<file path="src/rtl/serial_bit_feeder.sv">
// Parallel-to-serial feeder for the 101 detector: WIDTH-bit words in over valid/ready, one bit per clock out on x.
// Optional even-parity trailer bit is enabled by defining SERIAL_BIT_FEEDER_PARITY_EN.
module serial_bit_feeder #(
  parameter int WIDTH     = 8,
  parameter bit MSB_FIRST = 1'b1,
  parameter bit IDLE_BIT  = 1'b0
) (
  input  logic             clk,
  input  logic             reset_n,
  input  logic [WIDTH-1:0] din,
  input  logic             din_valid,
  output logic             din_ready,
  output logic             x,
  output logic             x_valid,
  output logic             frame_start,
  output logic             busy
);

`ifdef SERIAL_BIT_FEEDER_PARITY_EN
  localparam int FRAME_LEN = WIDTH + 1;
`else
  localparam int FRAME_LEN = WIDTH;
`endif
  localparam int CNT_W = $clog2(FRAME_LEN + 1);
  localparam logic [CNT_W-1:0] LAST_CNT = CNT_W'(FRAME_LEN - 1);
`ifdef SERIAL_BIT_FEEDER_PARITY_EN
  localparam logic [CNT_W-1:0] DATA_LAST = CNT_W'(WIDTH - 1);
`endif

  typedef enum logic [0:0] {
    IDLE  = 1'b0,
    SHIFT = 1'b1
  } state_t;

  state_t           state_r, state_s;
  logic [CNT_W-1:0] cnt_r, cnt_s;
  logic [WIDTH-1:0] shift_r, shift_s;
  logic             x_r, x_s;
  logic             x_valid_r, x_valid_s;
  logic             frame_start_r, frame_start_s;
  logic             ready_en_r;
  logic             transfer_s;
`ifdef SERIAL_BIT_FEEDER_PARITY_EN
  logic             parity_r, parity_s;
`endif

  function automatic logic first_bit(input logic [WIDTH-1:0] w);
    if (MSB_FIRST) return w[WIDTH-1];
    else           return w[0];
  endfunction

  // Drops the bit just presented so the next one sits at the output end.
  function automatic logic [WIDTH-1:0] advance(input logic [WIDTH-1:0] w);
    if (MSB_FIRST) return {w[WIDTH-2:0], 1'b0};
    else           return {1'b0, w[WIDTH-1:1]};
  endfunction

`ifdef SERIAL_BIT_FEEDER_PARITY_EN
  function automatic logic even_parity(input logic [WIDTH-1:0] w);
    return ^w;
  endfunction
`endif

  assign din_ready  = ready_en_r &&
                      ((state_r == IDLE) || ((state_r == SHIFT) && (cnt_r == LAST_CNT)));
  assign transfer_s = din_valid && din_ready;

  // Next-state and next-output logic; a transfer is only possible in IDLE or on the last frame bit.
  always_comb begin
    state_s       = state_r;
    cnt_s         = cnt_r;
    shift_s       = shift_r;
    x_s           = IDLE_BIT;
    x_valid_s     = 1'b0;
    frame_start_s = 1'b0;
`ifdef SERIAL_BIT_FEEDER_PARITY_EN
    parity_s      = parity_r;
`endif
    if (transfer_s) begin
      state_s       = SHIFT;
      cnt_s         = {CNT_W{1'b0}};
      x_s           = first_bit(din);
      shift_s       = advance(din);
      x_valid_s     = 1'b1;
      frame_start_s = 1'b1;
`ifdef SERIAL_BIT_FEEDER_PARITY_EN
      parity_s      = even_parity(din);
`endif
    end else begin
      case (state_r)
        IDLE: begin
          state_s = IDLE;
        end
        SHIFT: begin
          if (cnt_r == LAST_CNT) begin
            state_s = IDLE;
            cnt_s   = {CNT_W{1'b0}};
          end else begin
            cnt_s     = cnt_r + CNT_W'(1);
            x_valid_s = 1'b1;
`ifdef SERIAL_BIT_FEEDER_PARITY_EN
            if (cnt_r == DATA_LAST) begin
              x_s = parity_r;
            end else begin
              x_s     = first_bit(shift_r);
              shift_s = advance(shift_r);
            end
`else
            x_s     = first_bit(shift_r);
            shift_s = advance(shift_r);
`endif
          end
        end
        default: begin
          state_s = IDLE;
          cnt_s   = {CNT_W{1'b0}};
        end
      endcase
    end
  end

  // State, datapath and registered outputs; reset discards any partial word.
  always_ff @(posedge clk or negedge reset_n) begin
    if (!reset_n) begin
      state_r       <= IDLE;
      cnt_r         <= {CNT_W{1'b0}};
      shift_r       <= {WIDTH{1'b0}};
      x_r           <= IDLE_BIT;
      x_valid_r     <= 1'b0;
      frame_start_r <= 1'b0;
      ready_en_r    <= 1'b0;
`ifdef SERIAL_BIT_FEEDER_PARITY_EN
      parity_r      <= 1'b0;
`endif
    end else begin
      state_r       <= state_s;
      cnt_r         <= cnt_s;
      shift_r       <= shift_s;
      x_r           <= x_s;
      x_valid_r     <= x_valid_s;
      frame_start_r <= frame_start_s;
      ready_en_r    <= 1'b1;
`ifdef SERIAL_BIT_FEEDER_PARITY_EN
      parity_r      <= parity_s;
`endif
    end
  end

  assign x           = x_r;
  assign x_valid     = x_valid_r;
  assign frame_start = frame_start_r;
  assign busy        = (state_r == SHIFT);

endmodule

</file>
<file path="config.mk">
export PLATFORM = sky130hd
export DESIGN_NAME = serial_bit_feeder
export DESIGN_NICKNAME = d
export VERILOG_FILES = /design/src/rtl/serial_bit_feeder.sv
export SDC_FILE = /design/constraint.sdc
export NUM_CORES = 1
export LEC_CHECK = 0
export CAP_MARGIN = 40
export CORE_MARGIN = 2
export CORE_UTILIZATION = 47
export CTS_BUF_LIST = sky130_fd_sc_hd__clkbuf_16
export DETAILED_ROUTE_END_ITERATION = 10
export PLACE_DENSITY_LB_ADDON = 0.08
export SLEW_MARGIN = 25
export SYNTH_ARGS = -nofsm -noshare
export SYNTH_HDL_FRONTEND = slang
export SYNTH_SLANG_ARGS = --single-unit
</file>
<file path="constraint.sdc">
create_clock -name clk -period 1.8 [get_ports clk]
set_clock_uncertainty 0.05 [all_clocks]
set_input_delay 0.36 -clock clk [delete_from_list [all_inputs] [get_ports clk]]
set_output_delay 0.36 -clock clk [all_outputs]
set_load 0.02 [all_outputs]
</file>
==> impl_metrics.env, run 1 <==
export IMPL_run_status="completed"
export IMPL_async_reset_ff_share_pct=100
export IMPL_synthTopCellsByCount="15 x dfrtp_1, 7 x mux2_2, 5 x nand2_1"
export IMPL_nets=94
export IMPL_r2r_slack_ps=360
export IMPL_die_y_um=42.9
export IMPL_hpwl_um=923
export IMPL_setup_violations_final=0
export IMPL_synth_seq_area_share_pct=52.9
export IMPL_syn_avg_cell_area_um2=12.9
export IMPL_timing_final_crit_period_ps=1700
export IMPL_io_buffers=15
export IMPL_gr_total_overflow=0
export IMPL_drt_iter0_drc=0
export IMPL_cts_setup_buffers=0
export IMPL_fin_total_pwr_uw=1640
export IMPL_htreeDepth=1
export IMPL_fill_cells=111
export IMPL_max_freq_ghz=0.587
export IMPL_design_core_area_mm2=0.00145
export IMPL_clockBufferDepth=2
export IMPL_critPathCaptureType="output port"
export IMPL_cts_hold_buf=0
export IMPL_start_util_pct=48.8
export IMPL_timing_final_max_slew_violations=0
export IMPL_crit_reg2reg_launch="cnt_r[0]"
export IMPL_grtUsageTotal_pct=17.2
export IMPL_synthCells=55
export IMPL_ys_ff_latch=15
export IMPL_reg2regPathDepth=5
export IMPL_fin_area_mm2=0.00101
export IMPL_path_clk_slew_ps=50
export IMPL_vias_per_cell=4.98
export IMPL_yosysWarnings=0
export IMPL_tritoncts="yes"
export IMPL_grt_pass1_wl_um=2310
export IMPL_synth_area_leaders="dfrtp_1 53%, mux2_2 11%, mux2_4 8.5%, mux2_1 3.2%, nand2_1 2.6%"
export IMPL_synth_ff_type="dfrtp_1"
export IMPL_crit_arrival_ps=1290
export IMPL_wl_per_cell_um=12.8
export IMPL_die_w_um=42.9
export IMPL_gp_congestion=0.766
export IMPL_num_rows=14
export IMPL_worstPathMaxFanout=2
export IMPL_drv_cap=0
export IMPL_powerDensity_mw_per_mm2=1620
export IMPL_synthDistinctLibCells=22
export IMPL_syn_nets=67
export IMPL_syn_to_final_growth_pct=42.5
export IMPL_fin_crit_sh_pct=94.6
export IMPL_r2r_end="x"
export IMPL_clock_sink_count=15
export IMPL_ios=16
export IMPL_cts_root_buf="clkbuf_16"
export IMPL_vias=483
export IMPL_leakage_uw=0.000487
export IMPL_ir_drop_mv=0.938
export IMPL_diodes=0
export IMPL_worstSetupPathType="reg2out"
export IMPL_cp_start_kind="flip-flop"
export IMPL_ant_nets=0
export IMPL_drc_errors=0
export IMPL_placed_area_um2=932
export IMPL_hold_class="in2async"
export IMPL_drive_gt1_share_pct=35.8
export IMPL_synth_most_common_cell="dfrtp_1"
export IMPL_hold_viol=0
export IMPL_numCtsBuffers=3
export IMPL_fin_setup_tns_ps=0
export IMPL_synth_top_area_share_pct=52.9
export IMPL_clkLatencyLatePin_ps=240
export IMPL_required_ps=1390
export IMPL_die_area_mm2=0.00184
export IMPL_grt_pass1_vias=502
export IMPL_first_pass_iters=1
export IMPL_synth_edf_count=0
export IMPL_grt_setup_unrepaired="false"
export IMPL_grt_max_degree=16
export IMPL_antenna_found_initial=0
export IMPL_drt_wl_total_um=1240
export IMPL_yosysTopAreaCell="dfrtp_1"
export IMPL_crit_path_start="cnt_r[0]"
export IMPL_netlist_area_um2=709
## cell usage in the layout, fill, tap and decap left out, drive strengths merged
cell and instances:
nand2 6, o21ai 2, nand3 3, clkdlybuf4s50 12
and3 1, dlymetal6s2s 2, dfrtp 15, inv 2
mux2 13, and2 1, and2b 1, a21oi 2
buf 10, o311ai 1, a31oi 2, clkbuf 3
mux2i 1, ha 1, conb 1, a21boi 1
nand2b 1
## layout make-up
| cell class | count | area (um^2) | share of cell area (%) |
|---|---|---|---|
| Clock inverter | 1 | 3.75 | 0.371 |
| Multi-Input combinational cell | 37 | 315 | 31.2 |
| Inverter | 1 | 3.75 | 0.371 |
| Sequential cell | 15 | 375 | 37.1 |
| Clock buffer | 3 | 75.1 | 7.43 |
| Timing Repair Buffer | 24 | 218 | 21.5 |
| Tap cell | 16 | 20.0 | 1.98 |
## worst max-delay path: stages, from the launching register on
cell,delay (ps)
dfrtp_1,370
ha_1,210
nand2_1,80
o21ai_2,50
and2_2,180
buf_2,150
## cell families (layout without fill, tap and decap cells)
kind of cell	Yosys count	in the layout	synth area share, %
flops	15	15	52.9
mux	14	14	24.2
simple gates	13	13	10.6
compound gates	8	8	7.41
buf+inv	3	29	2.64
fa+ha+maj	1	1	1.76
other cells	1	1	0.529
## how the worst max path moves through the flow
stage,depth (start not counted),slack (ps),to
6_report,5,100,din_ready
2_1_floorplan,5,200,din_ready
4_1_cts,2,20,busy
3_3_place_gp,5,-20,din_ready
3_5_place_dp,5,-50,din_ready
5_1_grt,5,30,din_ready
## power by group
group,switching (uW),total [uW],leakage [uW],internal (uW)
Sequential,65.3,526,0.000191,460
Clock,122,415,0.0000423,293
Combinational,305,697,0.000254,392
Total,492,1640,0.000487,1150
## repair_timing
action                                  in CTS  in global routing
gates resized for setup                      4                  2
endpoints found under the setup margin       1                  2
pin swaps                                    0                  0
## registers in the layout, summed over array words and instances, names as in the netlist
register	flops
shift_r	7
busy	1
x	1
frame_start	1
ready_en_r	1
cnt_r	4
## metal layers
layer | up-vias | wire length, um | GRT usage (%)
met3 | 2 | 55 | 4.26
li1 | 244 | - | -
met4 | 0 | 13 | 7.50
met2 | 9 | 548 | 24.5
met5 | - | 0 | 0
met1 | 228 | 623 | 24.6
## stage by stage
stage	cells	hold WS, ps	worst slack, ps	util, %
finish	97	388	97.7	69.5
global route	97	417	25.1	69.5
floorplan	55	14.4	202	-
CTS	97	391	18.3	69.2
detailed placement	93	443	-48.3	64.1
global placement	93	436	-18.2	64.1
(Power assumes the default switching activity.)
==> inputs of run 2 (changes only) <==
--- a/config.mk
+++ b/config.mk
@@ -10,7 +10,7 @@
 export CORE_UTILIZATION = 47
 export CTS_BUF_LIST = sky130_fd_sc_hd__clkbuf_16
 export DETAILED_ROUTE_END_ITERATION = 10
-export PLACE_DENSITY_LB_ADDON = 0.08
+export PLACE_DENSITY = 0.82
 export SLEW_MARGIN = 25
 export SYNTH_ARGS = -nofsm -noshare
 export SYNTH_HDL_FRONTEND = slang
==> run 2 against run 1 <==
Against the previous run: wire length increased by 3.0%; worst setup slack got worse by 11 ps; fmax decreased by 0.65%; non-clock buffer count unchanged; clock power about the same; die area unchanged; largest power group unchanged; global-route usage decreased by 0.64 points; final cell count unchanged.
==> impl_metrics.env, run 2 (synthesized netlist as in run 1, its figures left out) <==
export IMPL_layout_commonest_cell="dfrtp_1"
export IMPL_max_freq_ghz=0.584
export IMPL_wl_per_cell_um=13.2
export IMPL_powerDensity_mw_per_mm2=1620
export IMPL_grt_max_degree=16
export IMPL_critPathCaptureType="output port"
export IMPL_die_area_mm2=0.00184
export IMPL_clockBufferDepth=2
export IMPL_drt_iter0_drc=7
export IMPL_diodes=0
export IMPL_numCtsBuffers=3
export IMPL_layout_common_cells="15 x dfrtp_1, 12 x clkdlybuf4s50_1, 9 x buf_4"
export IMPL_hold_viol=0
export IMPL_timing_final_max_slew_violations=0
export IMPL_worstPathMaxFanout=2
export IMPL_drv_cap=0
export IMPL_grt_pass1_wl_um=2170
export IMPL_ant_nets=0
export IMPL_crit_arrival_ps=1300
export IMPL_worst_slack_ps=86.6
export IMPL_path_delay_family="flip-flops"
export IMPL_design_core_area_mm2=0.00145
export IMPL_cp_cell_sequence="ha_1 -> nand2_1 -> o21ai_2 -> and2_2 -> buf_2"
export IMPL_io_buffers=15
export IMPL_ios=16
export IMPL_worstSetupPathType="reg2out"
export IMPL_cts_root_buf="clkbuf_16"
export IMPL_clkLatencyLatePin_ps=240
export IMPL_syn_to_final_growth_pct=42.5
export IMPL_num_rows=14
export IMPL_tritoncts="yes"
export IMPL_fin_crit_sh_pct=95.2
export IMPL_cp_num_buf_inv=1
export IMPL_vias_per_cell=5.09
export IMPL_largest_register="shift_r"
export IMPL_grt_setup_unrepaired="false"
export IMPL_grt_pass1_vias=485
export IMPL_required_ps=1390
export IMPL_timing_critical_path_slowest_stage_cell="dfrtp_1"
export IMPL_finish_utilization_pct=69.5
export IMPL_reg_top3="shift_r x7, cnt_r x4"
export IMPL_gp_congestion=0.728
export IMPL_htreeDepth=1
export IMPL_hold_class="in2async"
export IMPL_run_status="completed"
export IMPL_drive_gt1_share_pct=35.8
export IMPL_largest_reg_flops=7
export IMPL_ir_drop_mv=0.872
export IMPL_leakage_uw=0.000487
export IMPL_cts_hold_buf=0
export IMPL_vias=494
export IMPL_start_util_pct=48.8
export IMPL_die_y_um=42.9
export IMPL_cpPeakStageDelay_ps=380
export IMPL_die_w_um=42.9
export IMPL_place_ws_ps=-61.3
export IMPL_path_clk_slew_ps=50
export IMPL_nets=94
export IMPL_gr_total_overflow=0
export IMPL_first_pass_iters=3
export IMPL_drt_wl_total_um=1280
export IMPL_timing_final_crit_period_ps=1710
export IMPL_regArea_um2=375
export IMPL_setup_violations_final=0
export IMPL_clock_sink_count=15
export IMPL_cp_start_kind="flip-flop"
export IMPL_hpwl_um=919
export IMPL_antenna_found_initial=0
export IMPL_drc_errors=0
export IMPL_multiInputGateArea_um2=315
export IMPL_fill_cells=105
export IMPL_grtUsageTotal_pct=16.5
run 2: worst paths after layout:
check	startpoint	end	slack, ps	cells after the start
hold / removal	reset_n	cnt_r[2]	380	2
min in group clk	shift_r[4]	shift_r[5]	450	1
setup reg to reg	cnt_r[0]	x	330	5
setup / recovery	cnt_r[0]	din_ready	90	5
max in group asynchronous	reset_n	shift_r[4]	1150	2
hold reg to reg	shift_r[4]	shift_r[5]	450	1
run 2: power by group:
group	leakage [uW]	total [uW]	internal [uW]	switching, uW
Sequential	0.000191	534	460	73.5
Clock	0.0000423	414	293	121
Combinational	0.000254	690	393	297
run 2: area by class of cell:
cell class                      instances  share of cell area, %
Sequential cell                        15                   37.1
Clock inverter                          1                  0.371
Clock buffer                            3                   7.43
Inverter                                1                  0.371
Multi-Input combinational cell         37                   31.2
Timing Repair Buffer                   24                   21.5
Tap cell                               16                   1.98
run 2: worst register-to-register path: cells and delay by family (launching register included):
family                     cells  cell delay [ps]
DFF                            1              350
muxes                          1              360
and+or+nand+nor                1               70
buffers and inverters          1              220
AOI/OAI and AO/OA              1              130
adders and majority gates      1              170
run 2: per-layer routing:
metal | up-vias | routed length, um | GRT usage (%) | part of all wire, %
met4 | 0 | 0 | 7.50 | 0
li1 | 247 | - | - | -
met1 | 236 | 610 | 20.7 | 48
met2 | 11 | 615 | 25.8 | 48
met5 | - | 0 | 0 | 0
met3 | 0 | 51 | 5.53 | 4.0
run 2: stage by stage:
stage	hold WS [ps]	power, uW	setup TNS [ps]	cell area (um^2)	std cells
final	381	1640	0	1010	97
after global routing	409	1750	0	1010	97
after CTS	382	1650	0	998	96
after detailed placement	445	1230	-61.3	925	92
after global placement	433	1210	-11.7	925	92
after floorplan	14.4	984	0	709	55
run 2: timing repair:
item,CTS,global route
endpoints found under the setup margin,1,3
resized for setup,4,2
buffers inserted,0,1
